$ cat src/rtl/mem_port_arbiter.sv
// Round-robin arbiter sharing one fixed-latency single-port memory between
// the instruction-fetch (IF) and load/store (LS) requesters.
module mem_port_arbiter #(
   parameter int unsigned ADDR_W  = 32,
   parameter int unsigned DATA_W  = 32,
   parameter int unsigned MEM_LAT = 2
) (
   input  logic              clk_i,
   input  logic              rst_i,
   input  logic              if_req_i,
   input  logic [ADDR_W-1:0] if_addr_i,
   output logic              if_gnt_o,
   output logic              if_rvalid_o,
   output logic [DATA_W-1:0] if_rdata_o,
   input  logic              ls_req_i,
   input  logic              ls_we_i,
   input  logic [ADDR_W-1:0] ls_addr_i,
   input  logic [DATA_W-1:0] ls_wdata_i,
   output logic              ls_gnt_o,
   output logic              ls_rvalid_o,
   output logic [DATA_W-1:0] ls_rdata_o,
   output logic              mem_en_o,
   output logic              mem_we_o,
   output logic [ADDR_W-1:0] mem_addr_o,
   output logic [DATA_W-1:0] mem_wdata_o,
   input  logic [DATA_W-1:0] mem_rdata_i,
   output logic              busy_o
);

   localparam int unsigned CntW = $clog2(MEM_LAT + 1);

   typedef enum logic [1:0] {StIdle, StIssue, StWait, StResp} state_e;

   state_e            state_q, state_d;
   logic              owner_ls_q, owner_ls_d;  // 1: LS owns the transaction
   logic              last_ls_q, last_ls_d;
   logic [ADDR_W-1:0] addr_q, addr_d;
   logic              we_q, we_d;
   logic [DATA_W-1:0] wdata_q, wdata_d;
   logic [CntW-1:0]   cnt_q, cnt_d;
   logic [DATA_W-1:0] if_rdata_q, if_rdata_d;
   logic [DATA_W-1:0] ls_rdata_q, ls_rdata_d;

   logic pick_ls;
   logic any_req;

   // On a conflict the port that did not win last time gets the grant.
   assign pick_ls = ls_req_i & (~if_req_i | ~last_ls_q);
   assign any_req = if_req_i | ls_req_i;

   always_comb begin
      state_d     = state_q;
      owner_ls_d  = owner_ls_q;
      last_ls_d   = last_ls_q;
      addr_d      = addr_q;
      we_d        = we_q;
      wdata_d     = wdata_q;
      cnt_d       = cnt_q;
      if_rdata_d  = if_rdata_q;
      ls_rdata_d  = ls_rdata_q;
      if_gnt_o    = 1'b0;
      ls_gnt_o    = 1'b0;
      if_rvalid_o = 1'b0;
      ls_rvalid_o = 1'b0;
      mem_en_o    = 1'b0;
      mem_we_o    = 1'b0;
      mem_addr_o  = '0;
      mem_wdata_o = '0;
      busy_o      = 1'b0;

      unique case (state_q)
         StIdle, StResp: begin
            if (state_q == StResp) begin
               if_rvalid_o = ~owner_ls_q;
               ls_rvalid_o = owner_ls_q;
            end
            if (any_req) begin
               owner_ls_d = pick_ls;
               last_ls_d  = pick_ls;
               addr_d     = pick_ls ? ls_addr_i : if_addr_i;
               we_d       = pick_ls & ls_we_i;
               wdata_d    = pick_ls ? ls_wdata_i : '0;
               state_d    = StIssue;
            end else begin
               state_d = StIdle;
            end
         end
         StIssue: begin
            busy_o      = 1'b1;
            mem_en_o    = 1'b1;
            mem_we_o    = we_q;
            mem_addr_o  = addr_q;
            mem_wdata_o = wdata_q;
            if_gnt_o    = ~owner_ls_q;
            ls_gnt_o    = owner_ls_q;
            cnt_d       = CntW'(MEM_LAT - 1);
            state_d     = StWait;
         end
         StWait: begin
            busy_o = 1'b1;
            if (cnt_q == '0) begin
               if (owner_ls_q) begin
                  ls_rdata_d = we_q ? '0 : mem_rdata_i;
               end else begin
                  if_rdata_d = mem_rdata_i;
               end
               state_d = StResp;
            end else begin
               cnt_d = cnt_q - CntW'(1);
            end
         end
         default: state_d = StIdle;
      endcase
   end

   always_ff @(posedge clk_i) begin
      if (rst_i) begin
         state_q    <= StIdle;
         owner_ls_q <= 1'b0;
         last_ls_q  <= 1'b0;
         addr_q     <= '0;
         we_q       <= 1'b0;
         wdata_q    <= '0;
         cnt_q      <= '0;
         if_rdata_q <= '0;
         ls_rdata_q <= '0;
      end else begin
         state_q    <= state_d;
         owner_ls_q <= owner_ls_d;
         last_ls_q  <= last_ls_d;
         addr_q     <= addr_d;
         we_q       <= we_d;
         wdata_q    <= wdata_d;
         cnt_q      <= cnt_d;
         if_rdata_q <= if_rdata_d;
         ls_rdata_q <= ls_rdata_d;
      end
   end

   assign if_rdata_o = if_rdata_q;
   assign ls_rdata_o = ls_rdata_q;

endmodule

$ cat config.mk
export PLATFORM = sky130hd
export DESIGN_NAME = mem_port_arbiter
export DESIGN_NICKNAME = d
export VERILOG_FILES = /design/src/rtl/mem_port_arbiter.sv
export SDC_FILE = /design/constraint.sdc
export NUM_CORES = 1
export LEC_CHECK = 0
export BUFFER_PORTS_ARGS = -buffer_cell sky130_fd_sc_hd__clkbuf_2
export CAP_MARGIN = 20
export CORE_UTILIZATION = 35
export CTS_CLUSTER_DIAMETER = 60
export DETAILED_ROUTE_END_ITERATION = 6
export PLACE_DENSITY = 0.69
export SLEW_MARGIN = 25
export SYNTH_ARGS = -nofsm -noshare
export SYNTH_HDL_FRONTEND = slang
export SYNTH_SLANG_ARGS = --single-unit
export TNS_END_PERCENT = 100
$ cat constraint.sdc
create_clock -name clk_i -period 2.2 [get_ports clk_i]
set_clock_uncertainty 0.2 [all_clocks]
set_input_delay 0.11 -clock clk_i [delete_from_list [all_inputs] [get_ports clk_i]]
set_output_delay 0.11 -clock clk_i [all_outputs]
set_load 0.03 [all_outputs]
==> flow_summary.toml <==
[outcome]
status = "finished clean"

[layout]
final_common_cell = "clkbuf_2"
seq_area_um2 = 2685
fillers = 1285
area_delta_synth_final_pct = 61.78
design_area_um2 = 9040
drive_gt1_share_pct = 32.08
nNetsFinal = 1167
antenna-diode-count = 0
final_cell_mix = "266 x clkbuf_2, 162 x nand2_1, 132 x dfxtp_1, 132 x dlygate4sd3_1"
stdcell_count = 1252
multi_input_area_um2 = 2610

[floorplan]
core_um2 = 15370
start_util_pct = 36.35
io_pins = 268
dieArea_um2 = 16480
dieHeight_um = 128.4
die_w_um = 128.4
num_rows = 45

[power_and_ir_drop]
p_comb_share_pct = 38.6
p_int_mw = 6.293
p_seq_share_pct = 32.7
ir_worst_vdd_v = 0.0005895
switching_share_pct = 37.95
power-per-cell-area_nw_per_um2 = 1122
power.static_leakage_nw = 4.045
p_clk_share_pct = 28.7
power.switching_mw = 3.849

[worst_setup_path]
path_cells = "dlygate4sd3_1 > buf_4 > buf_4 > a311oi_1 > dlygate4sd3_1"
end_kind = "flip-flop"
path_max_fanout = 41
cp-start-kind = "primary input"
crit_required_ns = 2.29
crit_arrival_ns = 2.20
cp_slowest_cell = "dlygate4sd3_1"
critPathMaxStageDelay_ns = 0.57
critical_path_class = "in2reg"

[sta]
worst_pin_slew_ns = 0.5727
fin_ws_ns = 0.09142
final-hold-violation-count = 0
drv_slew = 0
rsz0062_at_grt = "no"
setup_viol = 0
fmax_ghz = 0.4743
min_period_ns = 2.109
slew_headroom_pct = 61.78
fin_crit_sh_pct = 95.84
setup_tns_ns = 0

[min_path]
hold_class = "in2reg"

[logic_synthesis]
synth_cell_types = 27
ys_seq_elements = 134
synth_area_um2 = 5588
synth_fa_ha_area_share_pct = 1.343
yosys_warnings = 0
synth_mux_area_share_pct = 0
synth_area_leaders = "dfxtp_1 48%, nand2_1 11%, and2_1 7.5%"
yosys.area_share.simple_pct = 26.31
synth_top_family_by_area = "simple AND/OR/NAND/NOR gates"
yosysSeqAreaShare_pct = 48.01
synth_xor_area_share_pct = 0
synth_top_area_cell = "dfxtp_1"
syn_nets = 787
avgSynthCellArea_um2 = 8.623
netlist.area_leader.share_pct = 48.01
synth_compound_area_share_pct = 18.97
syn_inst = 648

[cts]
cts.path.max_buffers = 2
clkTransAtPathRegs_ns = 0.06
numClockSinks = 134
insertion_delay_ns = 0.41
cts_root_buffer = "clkbuf_16"
ctsHtreeMaxLevel = 4
cts_setup_buffers = 0
cts_made_buffers = 17
cts_tree = "built"

[place]
placement.io_buffers = 267
dpl.hpwl_um = 10620
dp_cells = 1088
pre_cts_ws_ns = 0.1092
postPlaceCellArea_um2 = 7108
gp_congestion = 0.7391

[drt]
totalWireLength_um = 18430
dr.pass1.iters = 4
ant_nets = 0
drt_iter0_markers = 296
wire_per_inst_um = 14.72
via_per_inst = 4.857
drc_errors = 0
vias = 6081

[global_route]
grtUsageTotal_pct = 22.42
grt_max_degree = 66
antenna_found_initial = 0
overflow = 0
grt_pass1_wl_um = 29010
grt_pass1_vias = 5910

[flow_run]
drv_cap = 0
[power by group through the flow]
stage          clock network [mW]  registers, mW  logic (mW)
5_1_grt                      3.09           3.38        4.25
3_3_place_gp                    0           3.33        3.63
2_1_floorplan                   0           3.54        2.45
6_report                     2.91           3.31        3.92
4_1_cts                      2.98           3.29        3.87
3_5_place_dp                    0           3.34        3.66
[metal layers]
layer | track usage [%] | vias up | part of all wire (%)
li1 | - | 2962 | -
met1 | 26.07 | 2819 | 42
met2 | 38.57 | 268 | 48
met3 | 6.861 | 32 | 8.0
met4 | 8.720 | 0 | 2.0
met5 | 0 | - | 0
[registers in the layout, summed over array words and instances, names as in the netlist]
| register | count |
|---|---|
| state_q | 2 |
| cnt_q | 2 |
| last_ls_q | 1 |
| wdata_q | 32 |
| we_q | 1 |
| if_rdata_o | 32 |
| ls_rdata_o | 32 |
| addr_q | 32 |
[per-stage QoR]
| stage | utilization (%) | power [mW] | hold slack, ns |
|---|---|---|---|
| 3_3_place_gp | 46.24 | 6.951 | 0.1265 |
| 4_1_cts | 58.80 | 10.14 | 0.1573 |
| 5_1_grt | 58.81 | 10.73 | 0.1997 |
| 3_5_place_dp | 46.24 | 7.005 | 0.1319 |
| 2_1_floorplan | - | 5.992 | 0.02871 |
| 6_report | 58.81 | 10.14 | 0.1757 |
[critical path, delay by kind of cell]
kind,cells,cell delay [ns]
buffers and inverters,4,1.99
AOI/OAI and AO/OA,1,0.09
[cells by family (layout without fill, tap and decap cells)]
logic type | Yosys count | in the layout
buf+inv | 61 | 454
simple gates | 307 | 307
compound gates | 140 | 140
fa+ha+maj | 6 | 6
flops | 134 | 134
[final cells by class]
cell class | instances | share of cell area, %
multi-input combinational | 453 | 28.87
sequential | 134 | 29.70
tap | 211 | 2.920
inverter | 6 | 0.2491
timing repair buffer | 416 | 31.53
clock inverter | 11 | 1.633
clock buffer | 21 | 5.093
[path summary, 6_finish.rpt]
check        cells past startpoint           start  slack (ns)             end
max                              5           rst_i        0.09       last_ls_q
min                              4        ls_req_i        0.18       addr_q[6]
max reg2reg                      6      state_q[0]        0.13       addr_q[4]
min reg2reg                      2  ls_rdata_o[17]        0.25  ls_rdata_o[17]
[Yosys cell counts]
library cell  number
a311oi_1          23
and3b_1            1
buf_2             21
nor2b_1            4
nand2b_1           2
a22o_1            33
nand3_1            1
a21boi_2           1
buf_6              3
inv_2              1
inv_1              5
o21ba_2            2
buf_4              6
a311oi_2          10
and3_1             1
a21oi_1           67
dfxtp_1          134
nor2_1            34
nand2_1          162
ha_1               6
nand3b_1          33
a2111oi_4          1
a21bo_2            1
nor3_1             2
clkbuf_1          25
and2_1            67
a211oi_1           2
[timing repair]
action,CTS,global route
hold buffers,132,0
resized for setup,0,2
endpoints found under the setup margin,0,26
hold endpoints to repair,131,0
Note: power is estimated with default switching activity, not from simulation.
